==> src/rtl/seg_pkg.sv <==
// Shared types, display codes and the pattern decoder for the seven-segment
// loopback receiver.
package seg_pkg;

    typedef enum logic [1:0] {
        SETTLE = 2'd0,
        OFFER  = 2'd1,
        HOLD   = 2'd2
    } seg_state_e;

    // Bit 7 is the sign segment, bits 6:0 are segments g..a.
    localparam logic [7:0] SEG_P0    = 8'h3F;
    localparam logic [7:0] SEG_P1    = 8'h06;
    localparam logic [7:0] SEG_P2    = 8'h5B;
    localparam logic [7:0] SEG_P3    = 8'h4F;
    localparam logic [7:0] SEG_M1    = 8'h86;
    localparam logic [7:0] SEG_M2    = 8'hDB;
    localparam logic [7:0] SEG_M3    = 8'hCF;
    localparam logic [7:0] SEG_M4    = 8'hE6;
    localparam logic [7:0] SEG_BLANK = 8'h00;

    typedef struct packed {
        logic       legal;
        logic       is_blank;
        logic [2:0] value;
    } seg_dec_t;

    function automatic seg_dec_t seg_decode(input logic [7:0] seg);
        seg_dec_t d;
        d.legal    = 1'b1;
        d.is_blank = 1'b0;
        d.value    = 3'b000;
        case (seg)
            SEG_P0:    d.value = 3'b000;
            SEG_P1:    d.value = 3'b001;
            SEG_P2:    d.value = 3'b010;
            SEG_P3:    d.value = 3'b011;
            SEG_M1:    d.value = 3'b111;
            SEG_M2:    d.value = 3'b110;
            SEG_M3:    d.value = 3'b101;
            SEG_M4:    d.value = 3'b100;
            SEG_BLANK: begin
                d.legal    = 1'b0;
                d.is_blank = 1'b1;
            end
            default:   d.legal = 1'b0;
        endcase
        return d;
    endfunction

endpackage

==> src/rtl/seg_display_decoder_if.sv <==
// Display bus observation plus the downstream valid/ready channel and the
// event counters of the loopback receiver.
interface seg_display_decoder_if #(
    parameter int NBITS_SEG = 8,
    parameter int NBITS_CNT = 8
);
    logic [NBITS_SEG-1:0] seg_in;
    logic                 out_ready;
    logic                 out_valid;
    logic [2:0]           out_value;
    logic                 err_pulse;
    logic [NBITS_CNT-1:0] err_count;
    logic [NBITS_CNT-1:0] dec_count;

    // Board / checker side: drives the display pattern and the ready.
    modport master (
        output seg_in,
        output out_ready,
        input  out_valid,
        input  out_value,
        input  err_pulse,
        input  err_count,
        input  dec_count
    );

    // Decoder side.
    modport slave (
        input  seg_in,
        input  out_ready,
        output out_valid,
        output out_value,
        output err_pulse,
        output err_count,
        output dec_count
    );
endinterface

==> src/rtl/seg_stability_filter.sv <==
// Registers the display bus and reports when the registered pattern has held
// unchanged for STABLE_CYCLES consecutive edges.
module seg_stability_filter #(
    parameter int STABLE_CYCLES = 4,
    parameter int NBITS_SEG     = 8
) (
    input  logic                 clk_2,
    input  logic                 reset,
    input  logic [NBITS_SEG-1:0] seg_in,
    output logic [NBITS_SEG-1:0] seg_q,
    output logic                 stable
);
    localparam logic [7:0] STABLE_TGT = 8'(STABLE_CYCLES);

    logic [7:0] stab_cnt;

    // Count saturates at the target so stable stays high while the pattern holds.
    always_ff @(posedge clk_2) begin
        if (reset) begin
            seg_q    <= '0;
            stab_cnt <= '0;
        end else begin
            seg_q <= seg_in;
            if (seg_in != seg_q) begin
                stab_cnt <= '0;
            end else if (stab_cnt != STABLE_TGT) begin
                stab_cnt <= stab_cnt + 8'd1;
            end
        end
    end

    assign stable = (stab_cnt == STABLE_TGT);

endmodule

==> src/rtl/seg_display_decoder.sv <==
// Loopback receiver for the signed 3-bit display bus: filters, decodes and
// offers each new stable pattern once, counting illegal patterns.
module seg_display_decoder
    import seg_pkg::*;
#(
    parameter int STABLE_CYCLES = 4,
    parameter int NBITS_SEG     = 8,
    parameter int NBITS_CNT     = 8
) (
    input logic                  clk_2,
    input logic                  reset,
    seg_display_decoder_if.slave bus
);
    logic [NBITS_SEG-1:0] seg_q;
    logic                 stable;
    logic [NBITS_SEG-1:0] cap_seg;
    seg_state_e           state;

    logic                 out_valid_reg;
    logic [2:0]           out_value_reg;
    logic                 err_pulse_reg;
    logic [NBITS_CNT-1:0] err_count_reg;
    logic [NBITS_CNT-1:0] dec_count_reg;

    seg_dec_t             dec;
    logic                 upper_clear;
    logic                 pat_legal;
    logic                 pat_blank;

    seg_stability_filter #(
        .STABLE_CYCLES (STABLE_CYCLES),
        .NBITS_SEG     (NBITS_SEG)
    ) u_filter (
        .clk_2  (clk_2),
        .reset  (reset),
        .seg_in (bus.seg_in),
        .seg_q  (seg_q),
        .stable (stable)
    );

    // Any lit segment above the 8-bit display code makes the pattern illegal.
    generate
        if (NBITS_SEG > 8) begin : g_wide
            assign upper_clear = ~|seg_q[NBITS_SEG-1:8];
        end else begin : g_narrow
            assign upper_clear = 1'b1;
        end
    endgenerate

    assign dec       = seg_decode(seg_q[7:0]);
    assign pat_legal = dec.legal & upper_clear;
    assign pat_blank = dec.is_blank & upper_clear;

    always_ff @(posedge clk_2) begin
        if (reset) begin
            state         <= SETTLE;
            cap_seg       <= '0;
            out_valid_reg <= 1'b0;
            out_value_reg <= 3'b000;
            err_pulse_reg <= 1'b0;
            err_count_reg <= '0;
            dec_count_reg <= '0;
        end else begin
            err_pulse_reg <= 1'b0;
            case (state)
                SETTLE: begin
                    if (stable) begin
                        cap_seg <= seg_q;
                        // A pattern that settles back to the captured one
                        // (e.g. after a short glitch) is not decoded again.
                        if (seg_q == cap_seg) begin
                            state <= HOLD;
                        end else if (pat_legal) begin
                            out_value_reg <= dec.value;
                            out_valid_reg <= 1'b1;
                            state         <= OFFER;
                        end else if (pat_blank) begin
                            state <= HOLD;
                        end else begin
                            err_pulse_reg <= 1'b1;
                            if (err_count_reg != '1) begin
                                err_count_reg <= err_count_reg + NBITS_CNT'(1);
                            end
                            state <= HOLD;
                        end
                    end
                end
                OFFER: begin
                    if (bus.out_ready) begin
                        out_valid_reg <= 1'b0;
                        dec_count_reg <= dec_count_reg + NBITS_CNT'(1);
                        state         <= HOLD;
                    end
                end
                HOLD: begin
                    if (seg_q != cap_seg) begin
                        state <= SETTLE;
                    end
                end
                default: state <= SETTLE;
            endcase
        end
    end

    assign bus.out_valid = out_valid_reg;
    assign bus.out_value = out_value_reg;
    assign bus.err_pulse = err_pulse_reg;
    assign bus.err_count = err_count_reg;
    assign bus.dec_count = dec_count_reg;

endmodule

==> src/flat_wrapper.sv <==
// flat-port wrapper written by rule: the top's interface ports become plain ports
module seg_display_decoder_flat import seg_pkg::*;
#(
    parameter int STABLE_CYCLES = 4,
    parameter int NBITS_SEG     = 8,
    parameter int NBITS_CNT     = 8
)
  (clk_2, reset, bus_seg_in, bus_out_ready, bus_out_valid, bus_out_value, bus_err_pulse, bus_err_count, bus_dec_count);
  seg_display_decoder_if #(.NBITS_SEG(NBITS_SEG), .NBITS_CNT(NBITS_CNT)) bus_i ();
  input logic clk_2;
  input logic reset;
  input wire logic [$bits(bus_i.seg_in)-1:0] bus_seg_in;
  input wire logic [$bits(bus_i.out_ready)-1:0] bus_out_ready;
  output wire logic [$bits(bus_i.out_valid)-1:0] bus_out_valid;
  output wire logic [$bits(bus_i.out_value)-1:0] bus_out_value;
  output wire logic [$bits(bus_i.err_pulse)-1:0] bus_err_pulse;
  output wire logic [$bits(bus_i.err_count)-1:0] bus_err_count;
  output wire logic [$bits(bus_i.dec_count)-1:0] bus_dec_count;
  assign bus_i.seg_in = bus_seg_in;
  assign bus_i.out_ready = bus_out_ready;
  assign bus_out_valid = bus_i.out_valid;
  assign bus_out_value = bus_i.out_value;
  assign bus_err_pulse = bus_i.err_pulse;
  assign bus_err_count = bus_i.err_count;
  assign bus_dec_count = bus_i.dec_count;
  seg_display_decoder #(.STABLE_CYCLES(STABLE_CYCLES), .NBITS_SEG(NBITS_SEG), .NBITS_CNT(NBITS_CNT)) u_core (.clk_2(clk_2), .reset(reset), .bus(bus_i));
endmodule
==> config.mk <==
export PLATFORM = sky130hd
export DESIGN_NAME = seg_display_decoder_flat
export DESIGN_NICKNAME = d
export VERILOG_FILES = /design/src/rtl/seg_pkg.sv /design/src/rtl/seg_display_decoder_if.sv /design/src/rtl/seg_stability_filter.sv /design/src/rtl/seg_display_decoder.sv /design/src/flat_wrapper.sv
export SDC_FILE = /design/constraint.sdc
export NUM_CORES = 1
export LEC_CHECK = 0
export ABC_AREA = 1
export CAP_MARGIN = 20
export CORE_MARGIN = 3
export CORE_UTILIZATION = 50
export CTS_CLUSTER_DIAMETER = 150
export DETAILED_ROUTE_END_ITERATION = 16
export PLACE_DENSITY = 0.73
export SETUP_SLACK_MARGIN = 0.05
export SKIP_LAST_GASP = 1
export SLEW_MARGIN = 30
export SYNTH_ARGS = -nofsm -noshare
export SYNTH_HDL_FRONTEND = slang
export SYNTH_SLANG_ARGS = --single-unit
==> constraint.sdc <==
create_clock -name clk_2 -period 1.9 [get_ports clk_2]
set_clock_uncertainty 0.15 [all_clocks]
set_input_delay 0.475 -clock clk_2 [delete_from_list [all_inputs] [get_ports clk_2]]
set_output_delay 0.475 -clock clk_2 [all_outputs]
set_load 0.01 [all_outputs]
# == Word level (Yosys, flattened, before mapping) ==
# Cells that the tools add are included.
# word_totals
in_bits,11
reg_bits,47
out_inout_bits,21
# op_classes
eq_ne,21
mux,15
n_reduce_logical,12
addsub,3
n_bitwise,5
# ops
cell,count
8-bit == test (second input constant),4
8-bit by 1-bit adder with 8-bit output (second input constant),3
3-bit one-hot mux with 7 select lines,1
8-bit by 3-bit == test with 1-bit output (second input constant),2
8-bit by 7-bit == test with 1-bit output (second input constant),2
8-bit != test,2
2-bit two-way mux,5
8-bit by 6-bit == test with 1-bit output (second input constant),1
8-bit == test,1
8-bit zero test,1
8-bit by 3-bit != test with 1-bit output (second input constant),1
8-bit != test (second input constant),1
8-bit OR reduction,1
1-bit two-way mux,7
2-bit by 1-bit != test with 1-bit output (second input constant),3
2-bit one-hot mux with 3 select lines,1
6-bit AND reduction,1
1-bit inverter,5
5-bit AND reduction,1
5-bit OR reduction,1
2-bit != test (second input constant),2
2-bit AND reduction,2
4-bit AND reduction,1
3-bit AND reduction,1
6 further kinds,6

# == Depth between registers and ports, before layout ==
# Gate-level depths: netlist of the first run.
# depth
depth_word,7
ltp_mapped,14
ltp_nobuf,12

# == By module ==
# From an unflattened synthesis of the first run, not the netlist that was laid out.
# hier_totals
cells_unflattened,359
hier_area_um2,2501.1
# modules_own_cells
mod,area_each_um2,instances,cells_each
seg_display_decoder,1700.4,1,242
seg_stability_filter,800.8,1,117

# == Worst setup path before layout of the first run ==
# OpenSTA, ideal clock, no wires.
# synth_path
path_type,register to register
start,register u_core.u_filter.stab_cnt[0]
end,register u_core.err_count_reg[5] (netlist: u_core.bus.err_count[5])
setup_slack_ns,0.206
required_ns,1.640
arrival_ns,1.434
path_buffers,1
path_stages_with_launch,13
cell_sequence,dfxtp_1 inv_1 ha_1 nand3b_1 nor2_2 nand2_2 clkinv_4 nand3_4 nor2_4 buf_6 nand4_1 nand2_1 nor2_1
# synth_via
elab_chain_len,2
# synth_rtl
item,line_no,source
from (decl),seg_stability_filter.sv:15,logic [7:0] stab_cnt;
from (signal assigned),seg_stability_filter.sv:27,stab_cnt <= stab_cnt + 8'd1;
8-bit by 3-bit == test with 1-bit output,seg_stability_filter.sv:32,assign stable = (stab_cnt == STABLE_TGT);
6-bit AND reduction (no source line),n/a,
to (signal assigned),seg_display_decoder.sv:82,err_count_reg <= err_count_reg + NBITS_CNT'(1);
to (decl),seg_display_decoder.sv:22,logic [NBITS_CNT-1:0] err_count_reg;
# Every way passes these cells.
# A chain may end at the register's enable or synchronous reset.

# == Worst setup path in the final report of the first run ==
# layout_path
start,register u_core.u_filter.stab_cnt[1]
end,register u_core.err_count_reg[0] (netlist: u_core.bus.err_count[0])
# Same word-level chain as after synthesis.

==> reports/metrics.cfg, run 1 <==
[logic_synthesis]
synth_fp_nets = 389
synth.avg_cell_area_sq_um = 6.73
yosysSeqAreaShare = 0.374
yosys_register_bits = 47
yosys.cell_types.count = 32
syn_inst = 374
yosysWarningCount = 0
synthesis.area_sq_um = 2520

[finish]
nNetsFinal = 447
stdcell_count = 500
area_growth_pct = 30.2
diodes = 0
drive_above_1_share = 0.194
fillCellCount = 427

[global_routing]
grt_pass1_vias = 2250
grt_usage = 0.206
grt_use_met2 = 0.333
antenna_found_initial = 0
busiest_layer = met2
grt-ovfl-total = 0
grt_pass1_wl_microns = 9980
gr-usage-met1 = 0.277
grt_max_degree = 18
use_met3 = 0.0364

[sta]
finalWorstSetupSlack_ps = 92.5
grt_setup_unrepaired = yes
period_needed_ps = 1810
period_share = 0.951
max_freq_mhz = 553
setup_tns_ps = 0
slew_violations = 0
final_hold_viol_count = 0
tightest_slew_ps = 300
setup_viol = 0
slew_headroom = 0.798
whs_ps = 325

[place]
port_buffers = 31
gp_congestion = 0.861
dp_hpwl_microns = 4340
pre_cts_slack_ps = -133
dp.cells = 485

[hold_path]
hold_path_depth = 2
hold_path_class = flop to flop

[pwr]
p_leak_nw = 1.51
vdd_ir_drop_max_uv = 549
power.density_nw_per_um2 = 600

[route]
via_per_inst = 4.98
drtAntennaViolNets = 0
wl_microns = 5930
drt-initial-drc-count = 161
drc_errors = 0
dr_total_vias = 2488
wl_per_cell_microns = 11.9
first_pass_iters = 4

[setup_path]
critPathMaxFanout = 4
crit_path_end_kind = flop
worstPathRequired_ps = 1960
arrival_ps = 1860
critPathKind = flop to flop
worst_r2r_path_depth = 11
critPathLaunchType = flop

[floorplanning]
die_height_microns = 76.9
initial_core_util = 0.526
core_sq_um = 4790
placementRows = 25
die_w_microns = 76.9
ioPinCount = 32
die_area_sq_um = 5920

[outcome]
status = completed

[clock_tree]
htree_levels = 2
numCtsBuffers = 5
clockBufferDepth = 2
path_clk_slew_ps = 90
clkSinkCount = 47
cts-hold-fix-buffers = 0
cts_tree = done
clockRootBuffer = clkbuf_8
clk_latency_ps = 310

[job]
maxCapViolations = 0

-- synth_stat cells, drive strengths merged --
master   count  area (sq um)
buf          7          45.0
nand3b       2          15.0
nor4         1          6.26
dfxtp       47           941
o22ai        3          18.8
or2          2          12.5
nand3       26           163
xor2         5          43.8
nor2        62           260
o21ai       13          65.1
o2111ai      1          8.76
nor3         7          35.0
o21bai       1          7.51
clkinv       1          8.76
o21a         1          7.51
nand2       86           328
clkbuf       3          11.3
ha           4          50.1
xnor2        7          61.3
a21oi       27           135
inv         56           210
nor3b        1          7.51
nand4       11          75.1
-- cell families after synthesis --
kind of cell,Yosys count,synth area share
xor+xnor,12,0.0418
simple gates,198,0.359
flops,47,0.374
fa+ha+maj,4,0.0199
buf+inv,67,0.109
compound gates,46,0.0965
-- area by class of cell --
cell class              count  area [sq um]  share of cell area
inverters                  57           219              0.0668
clock inverters             2          38.8              0.0118
flip-flops and latches     47           963               0.294
clock buffers               6          82.6              0.0252
well taps                  67          83.8              0.0256
multi-input cells         260          1360               0.414
repair buffers             61           532               0.162
-- cell usage in the layout (no fill, tap or decap), types with 3 or more instances in the layout --
cell | netlist | routed
o22ai_1 | 3 | 3
nand3_1 | 21 | 21
inv_2 | 5 | 7
buf_4 | 0 | 28
nor2_4 | 2 | 5
nor2_2 | 5 | 6
xor2_1 | 5 | 5
nor2_1 | 55 | 51
dfxtp_2 | 0 | 12
nand3_2 | 4 | 3
clkdlybuf4s50_1 | 0 | 13
a21oi_1 | 27 | 27
nand4_1 | 10 | 10
nand2_1 | 84 | 84
inv_1 | 51 | 49
xnor2_1 | 7 | 7
clkbuf_8 | 0 | 6
o21ai_0 | 13 | 12
dlygate4sd2_1 | 0 | 15
dfxtp_1 | 47 | 33
dlymetal6s2s_1 | 0 | 3
nor3_1 | 7 | 6
ha_1 | 4 | 3
-- worst max-delay path, stage by stage (launching register included) --
cell and delay (ps):
dfxtp_2 350, inv_2 70, ha_4 130, nand3b_1 90, nor2_2 150, nand2_2 100, clkinv_4 60, nand3_4 60
nor2_4 170, nand2_1 120, o21ai_0 200, nor2_1 60
-- worst paths after layout --
path	end	from	slack, ps
max	u_core.bus.err_count[0]	u_core.u_filter.stab_cnt[1]	90
max reg2reg	u_core.bus.err_count[0]	u_core.u_filter.stab_cnt[1]	90
min	u_core.cap_seg[5]	u_core.cap_seg[5]	320
min reg2reg	u_core.cap_seg[5]	u_core.cap_seg[5]	320
-- metrics by stage --
step / power (mW) / cell area, sq um / utilization
5_1_grt: 2.05 / 3280 / 0.684
3_5_place_dp: 1.18 / 3030 / 0.632
3_3_place_gp: 1.18 / 3030 / 0.632
6_report: 1.97 / 3280 / 0.684
4_1_cts: 1.97 / 3160 / 0.661
2_1_floorplan: 1.12 / 2520 / -
-- power breakdown --
| group | internal, mW | switching (mW) | leakage, nW |
|---|---|---|---|
| sequential | 0.993 | 0.0176 | 0.387 |
| combinational | 0.0708 | 0.0866 | 1.06 |
| clock | 0.433 | 0.364 | 0.0618 |
| total | 1.50 | 0.468 | 1.51 |
-- routing by layer --
layer	share of wire	vias up	wire length, microns
li1	-	1299	-
met1	0.46	1123	2750
met2	0.48	60	2820
met3	0.048	6	285
met4	0.012	0	70
met5	0	-	0
-- what timing repair did --
action | in CTS | in global routing
buffers inserted | 3 | 4
gates cloned | 0 | 0
setup endpoints to repair | 23 | 17
pin swaps | 1 | 9
hold endpoints to repair | 0 | 0
gates resized for setup | 23 | 28
Power figures use the tool's default switching activity.
==> run 2, diff against run 1 <==
ABC_CLOCK_PERIOD_IN_PS = 1900   (was default)
==> results of run 2 <==
Same layout as run 1: the final DEF is identical, and so are final timing and power.
